$ cat config.mk
export PLATFORM = sky130hd
export DESIGN_NAME = stopwatch_core_flat
export DESIGN_NICKNAME = d
export VERILOG_FILES = /design/src/rtl/stopwatch_pkg.sv /design/src/rtl/stopwatch_if.sv /design/src/rtl/sw_time_counter.sv /design/src/rtl/stopwatch_core.sv /design/src/flat_wrapper.sv
export SDC_FILE = /design/constraint.sdc
export NUM_CORES = 1
export LEC_CHECK = 0
export ABC_AREA = 1
export ABC_CLOCK_PERIOD_IN_PS = 5200
export CAP_MARGIN = 20
export CELL_PAD_IN_SITES_DETAIL_PLACEMENT = 0
export CELL_PAD_IN_SITES_GLOBAL_PLACEMENT = 1
export CORE_UTILIZATION = 29
export DETAILED_ROUTE_END_ITERATION = 8
export GPL_ROUTABILITY_DRIVEN = 1
export PLACE_DENSITY = 0.66
export SETUP_SLACK_MARGIN = 0.3
export SLEW_MARGIN = 20
export SYNTH_ARGS = -nofsm -noshare
export SYNTH_HDL_FRONTEND = slang
export SYNTH_SLANG_ARGS = --single-unit
$ cat constraint.sdc
create_clock -name clk -period 5.2 [get_ports clk]
set_clock_uncertainty 0.05 [all_clocks]
set_input_delay 1.04 -clock clk [delete_from_list [all_inputs] [get_ports clk]]
set_output_delay 1.04 -clock clk [all_outputs]
set_load 0.01 [all_outputs]
$ cat src/rtl/stopwatch_pkg.sv
// Shared encodings, counter limits and field widths for the stopwatch and its display controller.
// Pure declarations: no latency, no flow control.
package stopwatch_pkg;

  localparam logic [1:0] STOP  = 2'd0;
  localparam logic [1:0] RUN   = 2'd1;
  localparam logic [1:0] CLEAR = 2'd2;

  typedef enum logic [1:0] {
    ST_STOP  = STOP,
    ST_RUN   = RUN,
    ST_CLEAR = CLEAR
  } state_t;

  localparam int MSEC_MAX = 99;
  localparam int SEC_MAX  = 59;
  localparam int MIN_MAX  = 59;
  localparam int HOUR_MAX = 23;

  localparam int MSEC_W = 7;
  localparam int SEC_W  = 6;
  localparam int MIN_W  = 6;
  localparam int HOUR_W = 5;

endpackage

$ cat src/rtl/stopwatch_if.sv
// Command pulses in, running time out; the core uses the slave view, debouncers/display the master view.
// Wires only: no latency, no backpressure (commands are fire-and-forget pulses).
interface stopwatch_if;
  import stopwatch_pkg::*;

  logic              i_run_stop;
  logic              i_clear;
  logic [MSEC_W-1:0] o_msec;
  logic [SEC_W-1:0]  o_sec;
  logic [MIN_W-1:0]  o_min;
  logic [HOUR_W-1:0] o_hour;
  logic              o_running;

  modport master (
    output i_run_stop, i_clear,
    input  o_msec, o_sec, o_min, o_hour, o_running
  );

  modport slave (
    input  i_run_stop, i_clear,
    output o_msec, o_sec, o_min, o_hour, o_running
  );

endinterface

$ cat src/rtl/sw_time_counter.sv
// Modulo-(MAX+1) counter with synchronous clear; carry is combinational from i_inc.
// Count updates one cycle after i_inc; no backpressure.
module sw_time_counter #(
  parameter int WIDTH = 7,
  parameter int MAX   = 99
) (
  input  logic             clk,
  input  logic             rst,
  input  logic             i_inc,
  input  logic             i_clear,
  output logic [WIDTH-1:0] o_count,
  output logic             o_carry
);

  localparam logic [WIDTH-1:0] MAX_V = WIDTH'(MAX);

  assign o_carry = i_inc && (o_count == MAX_V);

  always_ff @(posedge clk) begin
    if (rst || i_clear) begin
      o_count <= '0;
    end else if (i_inc) begin
      o_count <= o_carry ? '0 : o_count + 1'b1;
    end
  end

endmodule

$ cat src/rtl/stopwatch_core.sv
// Run/stop/clear FSM, 100 Hz prescaler and cascaded msec/sec/min/hour counters.
// Outputs registered, one edge after the causing tick/command; no backpressure.
module stopwatch_core
  import stopwatch_pkg::*;
#(
  parameter int CLK_FREQ = 100_000_000,
  parameter int TICK_HZ  = 100
) (
  input  logic clk,
  input  logic rst,
  stopwatch_if.slave sw
);

  localparam int DIV   = CLK_FREQ / TICK_HZ;
  localparam int PSC_W = $clog2(DIV);
  localparam logic [PSC_W-1:0] PSC_MAX = PSC_W'(DIV - 1);

  state_t           state;
  logic             running;
  logic [PSC_W-1:0] psc;
  logic             tick;
  logic             clr;
  logic             msec_carry;
  logic             sec_carry;
  logic             min_carry;
  logic             hour_carry_unused;

  assign tick         = (state == ST_RUN) && (psc == PSC_MAX);
  assign clr          = (state == ST_CLEAR);
  assign sw.o_running = running;

  // The prescaler also advances on the stopping edge, so a resume picks up
  // exactly where the stopped tick left off.
  always_ff @(posedge clk) begin
    if (rst) begin
      state   <= ST_STOP;
      running <= 1'b0;
      psc     <= '0;
    end else begin
      case (state)
        ST_STOP: begin
          if (sw.i_run_stop) begin
            state   <= ST_RUN;
            running <= 1'b1;
          end else if (sw.i_clear) begin
            state   <= ST_CLEAR;
          end
        end
        ST_RUN: begin
          psc <= (psc == PSC_MAX) ? '0 : psc + 1'b1;
          if (sw.i_run_stop) begin
            state   <= ST_STOP;
            running <= 1'b0;
          end
        end
        ST_CLEAR: begin
          psc     <= '0;
          state   <= ST_STOP;
          running <= 1'b0;
        end
        default: begin
          state   <= ST_STOP;
          running <= 1'b0;
          psc     <= '0;
        end
      endcase
    end
  end

  sw_time_counter #(.WIDTH(MSEC_W), .MAX(MSEC_MAX)) u_msec (
    .clk     (clk),
    .rst     (rst),
    .i_inc   (tick),
    .i_clear (clr),
    .o_count (sw.o_msec),
    .o_carry (msec_carry)
  );

  sw_time_counter #(.WIDTH(SEC_W), .MAX(SEC_MAX)) u_sec (
    .clk     (clk),
    .rst     (rst),
    .i_inc   (msec_carry),
    .i_clear (clr),
    .o_count (sw.o_sec),
    .o_carry (sec_carry)
  );

  sw_time_counter #(.WIDTH(MIN_W), .MAX(MIN_MAX)) u_min (
    .clk     (clk),
    .rst     (rst),
    .i_inc   (sec_carry),
    .i_clear (clr),
    .o_count (sw.o_min),
    .o_carry (min_carry)
  );

  sw_time_counter #(.WIDTH(HOUR_W), .MAX(HOUR_MAX)) u_hour (
    .clk     (clk),
    .rst     (rst),
    .i_inc   (min_carry),
    .i_clear (clr),
    .o_count (sw.o_hour),
    .o_carry (hour_carry_unused)
  );

endmodule
$ cat src/flat_wrapper.sv
// flat-port wrapper written by rule: the top's interface ports become plain ports
module stopwatch_core_flat import stopwatch_pkg::*;
#(
  parameter int CLK_FREQ = 100_000_000,
  parameter int TICK_HZ  = 100
)
  (clk, rst, sw_i_run_stop, sw_i_clear, sw_o_msec, sw_o_sec, sw_o_min, sw_o_hour, sw_o_running);
  stopwatch_if sw_i ();
  input  logic clk;
  input  logic rst;
  input wire logic [$bits(sw_i.i_run_stop)-1:0] sw_i_run_stop;
  input wire logic [$bits(sw_i.i_clear)-1:0] sw_i_clear;
  output wire logic [$bits(sw_i.o_msec)-1:0] sw_o_msec;
  output wire logic [$bits(sw_i.o_sec)-1:0] sw_o_sec;
  output wire logic [$bits(sw_i.o_min)-1:0] sw_o_min;
  output wire logic [$bits(sw_i.o_hour)-1:0] sw_o_hour;
  output wire logic [$bits(sw_i.o_running)-1:0] sw_o_running;
  assign sw_i.i_run_stop = sw_i_run_stop;
  assign sw_i.i_clear = sw_i_clear;
  assign sw_o_msec = sw_i.o_msec;
  assign sw_o_sec = sw_i.o_sec;
  assign sw_o_min = sw_i.o_min;
  assign sw_o_hour = sw_i.o_hour;
  assign sw_o_running = sw_i.o_running;
  stopwatch_core #(.CLK_FREQ(CLK_FREQ), .TICK_HZ(TICK_HZ)) u_core (.clk(clk), .rst(rst), .sw(sw_i));
endmodule
==> metrics.txt <==
Die Footprint=0.009674 sq mm; Synth Warn #=0; syn_nets=398; Avg Cell Area, Syn=6.922 sq um; Seq/Total Area, Yosys=0.3494; largest net degree at the start of global routing=21; Clock Latency Late Sink=0.30 ns; Clk pwr share=0.398; pins over their slew limit=0; Levels on crit path=1; Core ar.=0.008848 sq mm; crit-path cells=clkdlybuf4s50_1; CP Launch Point=u_core.u_min.o_count[2]$_SDFFE_PP0N_; Netlist cell types=42; CTS clock-pin slew for the worst setup and hold paths=0.09 ns; CP Data Required Time=4.11 ns; reg2reg path depth=12; WL per Instance=12.77 um; post_cts resized=0; Starting Density=0.3043; gpl congestion=0.7875; Via Count=2,485; prevailing post-synth register cell=dfxtp_1; total wire length=6694 um; WP data arrival=1.37 ns; internal power=0.5140 mW; # hold bufs at CTS=0; RSZ-0062 raised after global routing=no; slowest CP cell=clkdlybuf4s50_1; number of max-cap violations=0; Sum Neg Setup Slack=0 ns; Cell Area, Synth=0.002693 sq mm; critical path class=reg2out; setup violators final=0; Hold WC Path Type=reg2reg; critical path launch point type=flip-flop; hpwl dp=4930 um; Port-buffer cells=28; Psw=0.1554 mW; # IOs=29; Worst path top cell family by delay=buffers and inverters; crit path to=sw_o_min[2]; Sinks on Clock Net=47; drc violations=0; ANT nets after route=0; Synth top area share=0.3494; post-layout total power=0.6694 mW; CTS max path bufs=2; Die W=98.36 um; Post-synth EDFFs=0; Synth Register Bits=47; leak pwr=1.191 nW; Reg2Reg Launch Point=u_core.psc[0]$_SDFFE_PP0N_; R2R setup slack=3.06 ns; WP buf/inv=1; Vias per Instance=4.742; sw frac=0.2321; vias in the first global route=2,361; worst r2r dst=u_core.u_hour.o_count[0]$_SDFFE_PP0N_; post-placement cell count=517; shortest period the worst path allows=2.459 ns; fraction of registers with async set/reset=0; die span in y=98.36 um; ranking of synthesized cells by area=dfxtp_1 35%, nand2_1 13%, nor2_1 6.7%; register share of total power=0.544; CP Capture Type=output port; share of cells above drive strength 1=0.09615; PwrDens=211.1 mW/mm^2; leading area contributor after synthesis=dfxtp_1; Final Hold Violating Endpoints=0; DR iter-0 viols=92; Final Cycle Share=0.4729; ant diodes=0; CTS tree=done; max_slew headroom=0.3864; H-tree depth=2; GRT Total Usage=0.1464; row cnt=34; initial antenna violation count=0; First-pass DRT Iterations=4; outcome=completed; GR Overflow Total=0; CP max FO=7; f_max=406.7 MHz; root buf cell=clkbuf_8; Worst-Margin Slew=0.9194 ns; post-CTS setup buffers=0; delay of the slowest critical-path stage=0.59 ns; Post-Synthesis Cells=389; Non-Filler Instances=524; final net count=425; area grow syn2layout=17.80%; Comb pwr share=0.058; worst vdd ir=0.09501 mV; first-pass GRT wire length=11,490 um; CTS Buf Count=5
synth_stat cells, types with 2 or more instances:
master    number
a211oi_1       2
a21oi_1       28
buf_2          3
clkbuf_1       4
dfxtp_1       47
ha_1           5
inv_1         43
inv_2          5
nand2_1       94
nand2_2        5
nand3_1       20
nand3_2        3
nand3b_1       4
nand4_1       10
nand4_4        2
nor2_1        48
nor2_2         6
nor2_4         2
nor2_8         2
nor3_1        10
nor3_2         2
o211ai_1       2
o21ai_0        9
o21ai_1        4
xnor2_1        3
xor2_1        10
power groups by stage:
stage / clock network [mW] / logic, mW / registers, mW
global placement: 0 / 0.0396 / 0.373
floorplan: 0 / 0.0251 / 0.373
CTS: 0.275 / 0.0397 / 0.364
detailed placement: 0 / 0.0395 / 0.373
global route: 0.287 / 0.0438 / 0.365
finish: 0.266 / 0.0388 / 0.364
cell usage in the layout (no fill, tap or decap), types with 2 or more instances in the layout:
master / Yosys / routed
a21oi_1: 28 / 28
nand4_1: 10 / 10
inv_2: 5 / 5
nand4_4: 2 / 2
ha_1: 5 / 5
nor2_1: 48 / 47
nor3_2: 2 / 2
clkbuf_8: 0 / 5
nor2_4: 2 / 2
nand3_1: 20 / 20
o21ai_0: 9 / 9
nand3_2: 3 / 3
xor2_1: 10 / 10
nand3b_1: 4 / 4
a211oi_1: 2 / 2
o21ai_1: 4 / 4
nor2_8: 2 / 2
clkdlybuf4s50_1: 0 / 28
nand2_2: 5 / 5
xnor2_1: 3 / 3
o211ai_1: 2 / 2
nand2_1: 94 / 94
nor3_1: 10 / 10
dfxtp_1: 47 / 47
nor2_2: 6 / 7
inv_1: 43 / 43
worst register-to-register path, cell delays in order, from the launching register on:
cell and delay, ns:
dfxtp_1 0.39, ha_1 0.23, nand3_2 0.15, inv_2 0.10
nand2_4 0.07, nor2_8 0.12, nand4_4 0.20, nor2_4 0.33
nand2_2 0.15, nand2_2 0.12, nand2_1 0.05, nand2_1 0.06
inv_1 0.03
sequential cells by signal, indices dropped and copies added, names as in the netlist:
name                   cells
u_core.psc                20
u_core.state               2
u_core.sw.o_running        1
u_core.u_hour.o_count      5
u_core.u_min.o_count       6
u_core.u_msec.o_count      7
u_core.u_sec.o_count       6
per-stage QoR:
step / utilization / hold slack, ns / area (sq um) / setup slack (ns)
final: 0.3585 / 0.4387 / 3172 / 2.741
after global routing: 0.3585 / 0.4631 / 3172 / 2.642
after CTS: 0.3585 / 0.4453 / 3172 / 2.719
after detailed placement: 0.3469 / 0.4295 / 3069 / 2.465
after global placement: 0.3469 / 0.4256 / 3069 / 2.551
after floorplan: - / 0.4127 / 2693 / 3.329
worst min-delay path by stage:
stage	from	endpoint	slack, ns	cells after the start
after floorplan	u_core.psc[1]$_SDFFE_PP0N_	u_core.psc[1]$_SDFFE_PP0N_	0.41	2
after global placement	u_core.sw.o_running$_SDFFE_PP0P_	u_core.sw.o_running$_SDFFE_PP0P_	0.43	2
after detailed placement	u_core.sw.o_running$_SDFFE_PP0P_	u_core.sw.o_running$_SDFFE_PP0P_	0.43	2
after CTS	u_core.sw.o_running$_SDFFE_PP0P_	u_core.sw.o_running$_SDFFE_PP0P_	0.45	2
after global routing	u_core.sw.o_running$_SDFFE_PP0P_	u_core.sw.o_running$_SDFFE_PP0P_	0.46	2
final	u_core.sw.o_running$_SDFFE_PP0P_	u_core.sw.o_running$_SDFFE_PP0P_	0.44	2
layout make-up:
| cell class | instances | area [sq um] |
|---|---|---|
| multi-input combinational | 284 | 1521 |
| tap | 108 | 135.1 |
| clock buffer | 6 | 72.57 |
| timing repair buffer | 29 | 287.8 |
| fill | 950 | 5677 |
| clock inverter | 1 | 30.03 |
| sequential | 47 | 940.9 |
| inverter | 49 | 183.9 |
layer usage:
layer | up-vias | track usage | share of wire | wire length, um
met2 | 32 | 0.2356 | 0.45 | 2986
met5 | - | 0 | 0 | 0
met3 | 5 | 0.02291 | 0.029 | 191
met4 | 0 | 0.03559 | 0.0091 | 61
met1 | 1140 | 0.2047 | 0.52 | 3454
li1 | 1308 | - | - | -
cells by family (layout without fill, tap and decap cells):
group,after synthesis,in the layout,share of synthesized area
and+or+nand+nor,211,211,0.3806
buffers and inverters,58,85,0.08643
AOI/OAI and AO/OA,55,55,0.1180
DFF,47,47,0.3494
xor gates and xnor gates,13,13,0.04229
adders and majority gates,5,5,0.02323
Note: power is estimated with default switching activity, not from simulation.
